### config.mk
export PLATFORM = sky130hd
export DESIGN_NAME = config_loader
export DESIGN_NICKNAME = d
export VERILOG_FILES = /design/src/rtl/config_loader.sv
export SDC_FILE = /design/constraint.sdc
export NUM_CORES = 1
export LEC_CHECK = 0
export BUFFER_PORTS_ARGS = -buffer_cell sky130_fd_sc_hd__buf_2
export CAP_MARGIN = 20
export CORE_MARGIN = 5
export CORE_UTILIZATION = 63
export CTS_CLUSTER_DIAMETER = 60
export DETAILED_ROUTE_END_ITERATION = 10
export MAX_ROUTING_LAYER = met4
export PLACE_DENSITY = 0.87
export SYNTH_ARGS = -nofsm -noshare
export SYNTH_HDL_FRONTEND = slang
export SYNTH_SLANG_ARGS = --single-unit
### constraint.sdc
create_clock -name clock -period 5.25 [get_ports clock]
set_clock_uncertainty 0.2 [all_clocks]
set_input_delay 1.05 -clock clock [delete_from_list [all_inputs] [get_ports clock]]
set_output_delay 1.05 -clock clock [all_outputs]
set_load 0.02 [all_outputs]
### src/rtl/config_loader.sv
// -----------------------------------------------------------------------------
// config_loader
//
// Frame-based configuration controller for the add/multiplex/shift fabric.
// A frame of 15 configuration words (plus a trailing XOR checksum word when
// CHECK_EN != 0) is received into a shadow buffer. Once the frame has been
// verified, the shadow buffer is written into the fabric in a fixed,
// uninterruptible sequence: six LUT-class writes followed by three switch-box
// writes.
//
// Frame layout (word index):
//   0..11  (LUT, mux) pairs for classes ADD0, ADD1, ADDC, MUX, MUXS, REGC
//   12     SB0 configuration
//   13     SB1/SB2 configuration (broadcast)
//   14     SB3 configuration
//   15     XOR of words 0..14 (only when CHECK_EN != 0)
//
// Ports:
//   clock       in   system clock, all state changes on the rising edge
//   reset       in   synchronous, active-high
//   start       in   one-cycle pulse, begins (or restarts) a frame
//   cfg_data    in   32-bit configuration word
//   cfg_valid   in   cfg_data is valid
//   cfg_ready   out  loader accepts a word
//   lut_wdata   out  {mux control bit, 32-bit LUT}
//   lut_class   out  LUT class being written (0 ADD0 .. 5 REGC)
//   lut_we      out  LUT write strobe, one cycle per class
//   sb_wdata    out  16-bit switch-box configuration
//   sb_sel      out  0 = SB0, 1 = SB1+SB2, 2 = SB3
//   sb_we       out  switch-box write strobe
//   busy        out  high in RECV, CHECK and COMMIT
//   done        out  frame committed; held until next start or reset
//   error       out  checksum mismatch; held until next start or reset
//   state_dbg   out  current FSM state (IDLE=0 RECV=1 CHECK=2 COMMIT=3
//                    DONE=4 ERR=5)
//
// Handshake: a word transfers on a rising edge where cfg_valid & cfg_ready
// are both high. cfg_ready is decoded from the state register only, so it
// never depends on cfg_valid; the source may hold cfg_valid high for as long
// as it likes and words outside RECV are simply not taken.
// -----------------------------------------------------------------------------
module config_loader #(
    parameter int CHECK_EN = 1
) (
    input  logic        clock,
    input  logic        reset,
    input  logic        start,
    input  logic [31:0] cfg_data,
    input  logic        cfg_valid,
    output logic        cfg_ready,
    output logic [32:0] lut_wdata,
    output logic [2:0]  lut_class,
    output logic        lut_we,
    output logic [15:0] sb_wdata,
    output logic [1:0]  sb_sel,
    output logic        sb_we,
    output logic        busy,
    output logic        done,
    output logic        error,
    output logic [2:0]  state_dbg
);

    typedef enum logic [2:0] {
        S_IDLE   = 3'd0,
        S_RECV   = 3'd1,
        S_CHECK  = 3'd2,
        S_COMMIT = 3'd3,
        S_DONE   = 3'd4,
        S_ERR    = 3'd5
    } state_t;

    // Index of the word whose transfer ends the frame.
    localparam logic [4:0] LAST_IDX = (CHECK_EN != 0) ? 5'd15 : 5'd14;

    state_t      state_q, state_d;
    logic [4:0]  idx_q, idx_d;
    logic [31:0] xor_q, xor_d;
    logic [3:0]  cidx_q, cidx_d;
    logic [31:0] shadow_q [15];
    logic [31:0] shadow_d [15];

    logic        lut_we_q, lut_we_d;
    logic [2:0]  lut_class_q, lut_class_d;
    logic [32:0] lut_wdata_q, lut_wdata_d;
    logic        sb_we_q, sb_we_d;
    logic [1:0]  sb_sel_q, sb_sel_d;
    logic [15:0] sb_wdata_q, sb_wdata_d;
    logic        done_q, done_d;
    logic        error_q, error_d;

    logic        start_ok;
    logic        chk_pass;
    logic [3:0]  lut_lo;
    logic [3:0]  lut_hi;
    logic [3:0]  sb_idx;

    // ---------------------------------------------------------------------
    // Next-state, datapath and registered-output logic
    // ---------------------------------------------------------------------
    always_comb begin
        state_d  = state_q;
        idx_d    = idx_q;
        xor_d    = xor_q;
        cidx_d   = cidx_q;
        shadow_d = shadow_q;

        // start is honoured everywhere except CHECK and COMMIT, which keeps
        // the write-out atomic. In RECV it aborts and restarts the frame,
        // and it takes precedence over a coincident transfer.
        start_ok = start && (state_q == S_IDLE || state_q == S_RECV ||
                             state_q == S_DONE || state_q == S_ERR);

        // With the checksum word folded into the running XOR, a good frame
        // leaves the accumulator at zero.
        chk_pass = (CHECK_EN == 0) || (xor_q == 32'd0);

        if (start_ok) begin
            state_d = S_RECV;
            idx_d   = 5'd0;
            xor_d   = 32'd0;
        end else begin
            case (state_q)
                S_RECV: begin
                    if (cfg_valid) begin
                        // The checksum word (index 15) is not stored.
                        if (idx_q < 5'd15) begin
                            shadow_d[idx_q[3:0]] = cfg_data;
                        end
                        xor_d = xor_q ^ cfg_data;
                        idx_d = idx_q + 5'd1;
                        if (idx_q == LAST_IDX) begin
                            state_d = S_CHECK;
                        end
                    end
                end
                S_CHECK: begin
                    cidx_d  = 4'd0;
                    state_d = chk_pass ? S_COMMIT : S_ERR;
                end
                S_COMMIT: begin
                    cidx_d = cidx_q + 4'd1;
                    if (cidx_q == 4'd8) begin
                        state_d = S_DONE;
                    end
                end
                default: begin
                end
            endcase
        end

        // Commit write-out. Strobe/data/select registers are loaded from the
        // current commit index, so each write appears one cycle after the
        // state register reaches that step.
        lut_lo = {cidx_q[2:0], 1'b0};
        lut_hi = {cidx_q[2:0], 1'b1};
        sb_idx = cidx_q + 4'd6;

        lut_we_d    = 1'b0;
        lut_class_d = 3'd0;
        lut_wdata_d = 33'd0;
        sb_we_d     = 1'b0;
        sb_sel_d    = 2'd0;
        sb_wdata_d  = 16'd0;

        if (state_q == S_COMMIT) begin
            if (cidx_q < 4'd6) begin
                lut_we_d    = 1'b1;
                lut_class_d = cidx_q[2:0];
                lut_wdata_d = {shadow_q[lut_hi][0], shadow_q[lut_lo]};
            end else begin
                sb_we_d    = 1'b1;
                // cidx 6,7,8 -> select 0,1,2 (modulo-4 subtraction)
                sb_sel_d   = cidx_q[1:0] - 2'd2;
                sb_wdata_d = shadow_q[sb_idx][15:0];
            end
        end

        done_d  = start_ok ? 1'b0 : (done_q  | (state_q == S_DONE));
        error_d = start_ok ? 1'b0 : (error_q | (state_q == S_ERR));
    end

    // ---------------------------------------------------------------------
    // State and output registers
    // ---------------------------------------------------------------------
    always_ff @(posedge clock) begin
        if (reset) begin
            state_q     <= S_IDLE;
            idx_q       <= 5'd0;
            xor_q       <= 32'd0;
            cidx_q      <= 4'd0;
            lut_we_q    <= 1'b0;
            lut_class_q <= 3'd0;
            lut_wdata_q <= 33'd0;
            sb_we_q     <= 1'b0;
            sb_sel_q    <= 2'd0;
            sb_wdata_q  <= 16'd0;
            done_q      <= 1'b0;
            error_q     <= 1'b0;
        end else begin
            state_q     <= state_d;
            idx_q       <= idx_d;
            xor_q       <= xor_d;
            cidx_q      <= cidx_d;
            lut_we_q    <= lut_we_d;
            lut_class_q <= lut_class_d;
            lut_wdata_q <= lut_wdata_d;
            sb_we_q     <= sb_we_d;
            sb_sel_q    <= sb_sel_d;
            sb_wdata_q  <= sb_wdata_d;
            done_q      <= done_d;
            error_q     <= error_d;
        end
    end

    // Shadow buffer holds frame data only; every commit is preceded by a
    // complete reload, so it needs no reset.
    always_ff @(posedge clock) begin
        shadow_q <= shadow_d;
    end

    assign cfg_ready = (state_q == S_RECV);
    assign busy      = (state_q == S_RECV) || (state_q == S_CHECK) ||
                       (state_q == S_COMMIT);
    assign lut_we    = lut_we_q;
    assign lut_class = lut_class_q;
    assign lut_wdata = lut_wdata_q;
    assign sb_we     = sb_we_q;
    assign sb_sel    = sb_sel_q;
    assign sb_wdata  = sb_wdata_q;
    assign done      = done_q;
    assign error     = error_q;
    assign state_dbg = state_q;

endmodule

==> impl_metrics.toml, run 1 <==
[synthesis]
synth_seq_cells = 460
ys.flop_type = "edfxtp_1"
synth_fp_nets = 1094
yosys.cell_count.top_type = "edfxtp_1"
synth_cells = 1049
avgSynthCellArea_um2 = 17.2
ys_seq_area_share_pct = 71.0
yosysTopAreaCellShare_pct = 59.6
synth_area_um2 = 18000
synth_warnings = 0
synth-edff-count = 358
synth_top_area_cell = "edfxtp_1"
async_flop_share_pct = 0
yosys-top-cells-area = "edfxtp_1, mux4_2, dfxtp_1, nor2_1, mux2i_1"
synth_common_cells = "edfxtp_1, mux4_2, nor2_1"
ys_types = 42

[global_routing]
antenna_found_initial = 2
grt_pass1_wl_um = 65100
grt_max_degree = 75
grt_usage_pct = 28.3
grt_overflow = 0
grt_pass1_vias = 10483

[floorplanning]
start_util_pct = 63.3
core_area_um2 = 28500
rows = 62
dieArea_um2 = 32100
chipHeight_um = 179
io_pins = 99
dieWidth_um = 179

[sta]
tightest_slew_ns = 1.11
finalHoldViolations = 0
setup_viol = 0
finalSetupTns_ns = 0
period_needed_ns = 3.04
drv_slew = 0
period_share_pct = 57.8
slew_headroom_pct = 25.5
rsz0062_at_grt = "false"
fmax_mhz = 329
setup_ws_ns = 2.21
holdWs_ns = 0.291

[setup_path]
cp_slowest_cell = "nor2_4"
critPathBufInv = 1
cp.required_ns = 5.27
crit_cells = 5
critPathMaxStageDelay_ns = 0.66
ff2ff_path_depth = 5
cpLargestDelayFamily = "simple AND/OR/NAND/NOR gates"
r2r_setup_slack_ns = 2.21
crit_path_start = "state_dbg[0]"
crit_chain = "and4bb_2 > o2111a_2 > nand2_1 > nor2_4 > buf_4"
r2r_end = "shadow_q[211]"
critPathKind = "reg -> reg"
crit_end = "shadow_q[211]"
arrival_ns = 3.06
r2r_start = "state_dbg[0]"
path_max_fanout = 17
endpoint_kind = "register"
cp-start-kind = "register"

[clock_tree]
cts_max_level = 2
clk_pin_slew_ns = 0.06
cts_buffers = 44
clock_latency_ns = 0.54
cts-root-buf = "clkbuf_16"
cts.sink_count = 460
cts_resized = 0
cts_hold_buf = 0
cts_tree = "done"
post_cts_buffers = 0
clock_tree.buffer_depth = 3

[finish]
fillers = 1633
design_area_um2 = 20400
area_growth_pct = 13.3
ff_latch_area_um2 = 12800
layout.nets = 1196
multiInputGateArea_um2 = 4920
drive_gt1_share_pct = 27.2
final_util_pct = 71.8
fin_cells = 1572

[route]
drc = 0
drtAntennaViolNets = 0
routedWlPerCell_um = 27.5
vias = 10365
firstDrtPassIters = 5
drt_wl_total_um = 43300
via_per_inst = 6.59
drt_iter0_markers = 1351

[place]
placedCellCount = 1486
io_buffer_count = 98
dp_worst_setup_slack_ns = 1.75
gp_routability_congestion = 0.862
hpwl_um = 24900
dpl-instance-area_um2 = 18900

[power]
vdd_drop_max_mv = 0.241
p_leak_nw = 6.70
power.total_mw = 7.24
powerDensity_nw_per_um2 = 354

[status]
status = "finished clean"

[job]
maxCapViolCount = 0

[hold_path]
hp-class = "reg -> reg"
-- cell families after synthesis --
group	share of synthesized area (%)
AO/OA/AOI/OAI	3.00
XOR/XNOR	1.75
adder cells (fa/ha/maj)	0.625
buffers and inverters	2.16
flip-flops	71.0
multiplexers	15.6
AND/OR/NAND/NOR	5.88
-- metal layers --
metal	up-vias	global-route usage [%]	part of all wire [%]
li1	4278	-	-
met1	5268	37.7	37
met2	706	46.5	51
met3	113	4.70	9.1
met4	0	7.62	2.7
met5	-	-	0
-- cells in the final DEF, fill, tap and decap left out, types with 4 or more instances in the layout --
| master | Yosys | final |
|---|---|---|
| dfxtp_1 | 102 | 100 |
| o211ai_1 | 16 | 16 |
| nand2b_1 | 6 | 6 |
| xor2_1 | 34 | 34 |
| clkinv_2 | 0 | 6 |
| clkbuf_16 | 0 | 46 |
| mux4_2 | 108 | 108 |
| mux2i_1 | 33 | 33 |
| edfxtp_1 | 358 | 358 |
| clkbuf_1 | 20 | 14 |
| a22oi_1 | 5 | 5 |
| mux2_2 | 5 | 5 |
| o22ai_1 | 16 | 16 |
| nand3_1 | 17 | 17 |
| clkbuf_8 | 0 | 4 |
| nor2_1 | 106 | 98 |
| nor4_1 | 8 | 8 |
| ha_1 | 9 | 9 |
| nor2_4 | 0 | 6 |
| buf_2 | 28 | 98 |
| nor3_1 | 17 | 17 |
| clkinv_1 | 0 | 4 |
| bufinv_16 | 0 | 4 |
| o21ai_0 | 17 | 17 |
| buf_4 | 8 | 19 |
| nand2_1 | 66 | 66 |
| inv_1 | 9 | 9 |
| a21oi_1 | 20 | 20 |
-- flip-flops by register name, summed over array words and instances, names as in the netlist --
signal     flops
lut_class      3
idx_q          5
error          1
cidx_q         4
done           1
shadow_q     358
sb_wdata      16
state_dbg      3
xor_q         32
lut_we         1
sb_we          1
sb_sel         2
lut_wdata     33
-- layout make-up --
| class | instances | area share (%) |
|---|---|---|
| flip-flops and latches | 460 | 62.7 |
| multi-input cells | 514 | 24.1 |
| clock buffers | 64 | 6.16 |
| repair buffers | 122 | 3.60 |
| well taps | 384 | 2.35 |
| clock inverters | 17 | 0.968 |
| inverters | 9 | 0.165 |
| diodes | 2 | 0.0245 |
-- worst min-delay path by stage --
stage	endpoint	depth (start not counted)	slack, ns	start
global route	done	2	0.32	done
detailed placement	done	2	0.28	done
finish	done	2	0.29	done
CTS	done	2	0.29	done
floorplan	xor_q[19]	2	0.27	xor_q[19]
global placement	done	2	0.26	done
-- worst reg2reg max path: cells and delay by family, from the launching register on --
kind                   cells  cell delay [ns]
AND/OR/NAND/NOR            3             1.24
flip-flops                 1             0.62
AO/OA/AOI/OAI              1             0.25
buffers and inverters      1             0.41
-- power by group --
group          internal, mW  switching, mW
logic                0.0353         0.0927
clock network          1.87           1.31
registers              3.93         0.0102
(Power assumes the default switching activity.)
==> inputs of run 2 (changes only) <==
CORE_UTILIZATION = 55   (was 63)
PLACE_DENSITY = 0.81   (was 0.87)
clock period = 2.5 ns   (was 5.25 ns; I/O delays follow)
==> impl_metrics.toml, run 2 (synthesized netlist as in run 1, its figures left out) <==
[power]
powerDensity_nw_per_um2 = 727
p_leak_nw = 6.93
vdd_drop_max_mv = 0.456

[finish]
drive_gt1_share_pct = 29.9
largest_reg_flops = 358
area_growth_pct = 16.5
mostFrequentLayoutCell = "edfxtp_1"
final_util_pct = 64.7
final_cell_mix = "edfxtp_1, mux4_2, buf_2, dfxtp_1, nor2_1"
regMostFlops = "shadow_q"
layout.nets = 1227
fin_cells = 1659

[global_routing]
grt_pass1_wl_um = 65900
grt_overflow = 0
grt_max_degree = 86
antenna_found_initial = 1
grt_pass1_vias = 10648
grt_usage_pct = 24.9

[setup_path]
path_max_fanout = 28
cp.required_ns = 2.54
critPathBufInv = 1
cpLargestDelayFamily = "simple AND/OR/NAND/NOR gates"
crit_chain = "and4bb_2 > o2111a_2 > nand2_4 > nor3_4 > buf_12"
cp-start-kind = "register"
endpoint_kind = "register"
critPathKind = "reg -> reg"
arrival_ns = 2.23
cp_slowest_cell = "dfxtp_2"
critPathMaxStageDelay_ns = 0.38

[route]
vias = 10325
drt_wl_total_um = 43800
via_per_inst = 6.22
drt_iter0_markers = 1282
firstDrtPassIters = 6
drtAntennaViolNets = 0
drc = 0
routedWlPerCell_um = 26.4

[sta]
slew_headroom_pct = 61.0
period_needed_ns = 2.19
setup_viol = 0
period_share_pct = 87.8
fmax_mhz = 456
tightest_slew_ns = 0.585
drv_slew = 0
finalHoldViolations = 0
rsz0062_at_grt = "false"
setup_ws_ns = 0.305

[clock_tree]
cts_hold_buf = 0
cts-root-buf = "clkbuf_16"
cts.sink_count = 460
clock_tree.buffer_depth = 3
cts_max_level = 2
cts_tree = "done"
cts_buffers = 46
clock_latency_ns = 0.56
clk_pin_slew_ns = 0.06
post_cts_buffers = 0
cts_resized = 0

[floorplanning]
dieWidth_um = 191
chipHeight_um = 191
io_pins = 99
dieArea_um2 = 36500
rows = 66
core_area_um2 = 32500
start_util_pct = 55.6

[place]
dp_worst_setup_slack_ns = 0.183
placedCellCount = 1576
io_buffer_count = 98
hpwl_um = 25900
gp_routability_congestion = 0.834

[job]
maxCapViolCount = 0

[hold_path]
hp-class = "in -> reg"

[status]
status = "finished clean"
## run 2: cell types whose count changed in the layout (fill, tap and decap cells not counted), moves of 2 or more
cell / before / now
buf_4: 19 / 28
dfxtp_1: 100 / 97
inv_6: 0 / 2
buf_12: 3 / 25
clkbuf_1: 14 / 5
nand2_1: 66 / 64
dfxtp_2: 0 / 3
nor2_2: 2 / 5
nand2_4: 0 / 2
nor2_1: 98 / 95
clkinv_1: 4 / 9
clkinv_2: 6 / 9
## run 2: per-layer routing
layer  track usage (%)  wire length (um)
met5                 -                 0
met4              8.56              1410
met3              4.88              4470
met2              39.9             22000
met1              32.5             16000
## run 2: power breakdown
group	total [mW]	switching [mW]	internal (mW)
registers	8.27	0.0158	8.25
clock network	6.70	2.84	3.86
logic	0.288	0.204	0.0839
total	15.3	3.06	12.2
## run 2: worst reg2reg max path: cells and delay by family, from the launching register on
| kind | cells | cell delay [ns] |
|---|---|---|
| DFF | 1 | 0.38 |
| AOI/OAI and AO/OA | 1 | 0.30 |
| buffers and inverters | 1 | 0.25 |
| and+or+nand+nor | 3 | 0.73 |
## run 2: cell type report
class | instances | area [um^2]
Clock buffer | 56 | 1250
Timing Repair Buffer | 151 | 1200
Clock inverter | 26 | 211
Multi-Input combinational cell | 514 | 4940
Inverter | 9 | 33.8
Tap cell | 442 | 553
Antenna cell | 1 | 2.50
Fill cell | 2093 | 11500
Sequential cell | 460 | 12800
## run 2: path summary, 6_finish.rpt
check	from	endpoint	slack (ns)	depth (start not counted)
max	state_dbg[1]	shadow_q[455]	0.31	5
min	cfg_data[23]	shadow_q[471]	0.04	1
max reg2reg	state_dbg[1]	shadow_q[455]	0.31	5
min reg2reg	error	error	0.28	2
## run 2: through the flow
step / TNS (ns) / instance area (um^2) / hold slack, ns / total power, mW
5_1_grt: 0 / 21000 / 0.0282 / 15.7
3_5_place_dp: 0 / 19500 / 0.269 / 8.71
6_report: 0 / 21000 / 0.0431 / 15.3
4_1_cts: 0 / 21000 / 0.0195 / 15.3
3_3_place_gp: 0 / 19500 / 0.253 / 8.70
2_1_floorplan: -25.11 / 18100 / 0.271 / 8.54
==> inputs of run 3 (changes only) <==
BUFFER_PORTS_ARGS = unset   (was -buffer_cell sky130_fd_sc_hd__buf_2)
CORE_UTILIZATION = 57   (was 55)
DONT_BUFFER_PORTS = 1   (was unset)
PLACE_DENSITY = 0.8   (was 0.81)
==> impl_metrics.toml, run 3 (synthesized netlist as in run 1, its figures left out) <==
[clock_tree]
cts_buffers = 45
cts-root-buf = "clkbuf_16"
clk_pin_slew_ns = 0.06
clock_latency_ns = 0.55
cts_max_level = 2
post_cts_buffers = 0
cts_hold_buf = 35
clock_tree.buffer_depth = 3
cts.sink_count = 460
cts_resized = 0
cts_tree = "done"

[place]
io_buffer_count = 0
gp_routability_congestion = 0.816
hpwl_um = 24100
dp_worst_setup_slack_ns = 0.304

[sta]
fmax_mhz = 448
slew_headroom_pct = 49.7
holdWs_ns = 0.0141
tightest_slew_ns = 0.752
finalSetupTns_ns = 0
period_needed_ns = 2.23
setup_ws_ns = 0.269
setup_viol = 0
rsz0062_at_grt = "false"
finalHoldViolations = 0
drv_slew = 0
period_share_pct = 89.2

[route]
vias = 10084
routedWlPerCell_um = 27.1
drt_iter0_markers = 1301
drtAntennaViolNets = 0
drc = 0
drt_wl_total_um = 42200
via_per_inst = 6.47
firstDrtPassIters = 5

[hold_path]
hold_depth = 3
min-delay-start = "cfg_data[29]"
min_to = "xor_q[29]"
hp-class = "in -> reg"

[power]
powerDensity_nw_per_um2 = 727
vdd_drop_max_mv = 0.476
p_leak_nw = 6.56

[finish]
final_cell_mix = "edfxtp_1, mux4_2, dfxtp_1, nor2_1, nand2_1"
area_growth_pct = 15.1
mostFrequentLayoutCell = "edfxtp_1"
regMostFlops = "shadow_q"
layout.nets = 1163
largest_reg_flops = 358
drive_gt1_share_pct = 22.7

[setup_path]
r2r_setup_slack_ns = 0.27
cp-start-kind = "register"
arrival_ns = 1.53
ff2ff_path_depth = 4
endpoint_kind = "primary output"
crit_chain = "buf_4 > nor2_1 > nor2_1"
r2r_start = "xor_q[4]"
cp_slowest_cell = "dfxtp_2"
cpLargestDelayFamily = "simple AND/OR/NAND/NOR gates"
cp.required_ns = 1.80
r2r_end = "state_dbg[2]"
crit_path_frequent_cell = "nor2_1"
critPathMaxStageDelay_ns = 0.36
critPathKind = "reg -> out"
critPathBufInv = 1
path_max_fanout = 11

[status]
status = "finished clean"

[global_routing]
grt_pass1_vias = 10286
antenna_found_initial = 3
grt_pass1_wl_um = 64500
grt_overflow = 0
grt_max_degree = 61
grt_usage_pct = 24.8

[job]
maxCapViolCount = 0

[floorplanning]
io_pins = 99
dieWidth_um = 188
rows = 65
chipHeight_um = 188
core_area_um2 = 31400
start_util_pct = 57.4
dieArea_um2 = 35300
## run 3: layer usage
metal  GRT usage (%)  vias to the layer above  routed length [um]
li1                -                     4213                   -
met1            34.0                     5222               16400
met2            39.8                      567               21200
met3            3.33                       82                3490
met4            7.26                        0                1170
met5               -                        -                   0
## run 3: how the worst max path moves through the flow
| stage | start | to | slack, ns | cells after the start |
|---|---|---|---|---|
| 2_1_floorplan | state_dbg[2] | shadow_q[384] | -0.24 | 6 |
| 3_3_place_gp | xor_q[4] | state_dbg[2] | 0.30 | 4 |
| 3_5_place_dp | cfg_valid | shadow_q[452] | 0.30 | 5 |
| 4_1_cts | state_dbg[1] | cfg_ready | 0.23 | 3 |
| 5_1_grt | state_dbg[0] | busy | 0.19 | 3 |
| 6_report | state_dbg[0] | busy | 0.27 | 3 |
## run 3: through the flow
step | total power [mW] | instance area, um^2 | util (%) | std cells
final | 15.1 | 20700 | 66.1 | 1558
after global routing | 15.6 | 20700 | 66.1 | 1558
after CTS | 15.2 | 20700 | 66.1 | 1556
after detailed placement | 8.58 | 19000 | 60.4 | 1438
after global placement | 8.58 | 19000 | 60.4 | 1438
after floorplan | 8.54 | 18100 | - | 1049
## run 3: final cells by class
cell class / instances / area [um^2]
Inverter: 9 / 33.8
Multi-Input combinational cell: 514 / 4940
Fill cell: 2022 / 10600
Timing Repair Buffer: 88 / 1020
Clock buffer: 64 / 1280
Antenna cell: 2 / 5.00
Tap cell: 402 / 503
Sequential cell: 460 / 12800
Clock inverter: 19 / 155
## run 3: power breakdown
part	internal, mW	switching [mW]	total [mW]
sequential	8.25	0.0163	8.27
clock	3.78	2.74	6.53
combinational	0.0918	0.186	0.277
## run 3: worst register-to-register path, stage by stage (launching register included)
cell and delay (ns):
dfxtp_1 0.32, nor4_1 0.63, nand4_1 0.29, or3_1 0.45, a31o_2 0.25
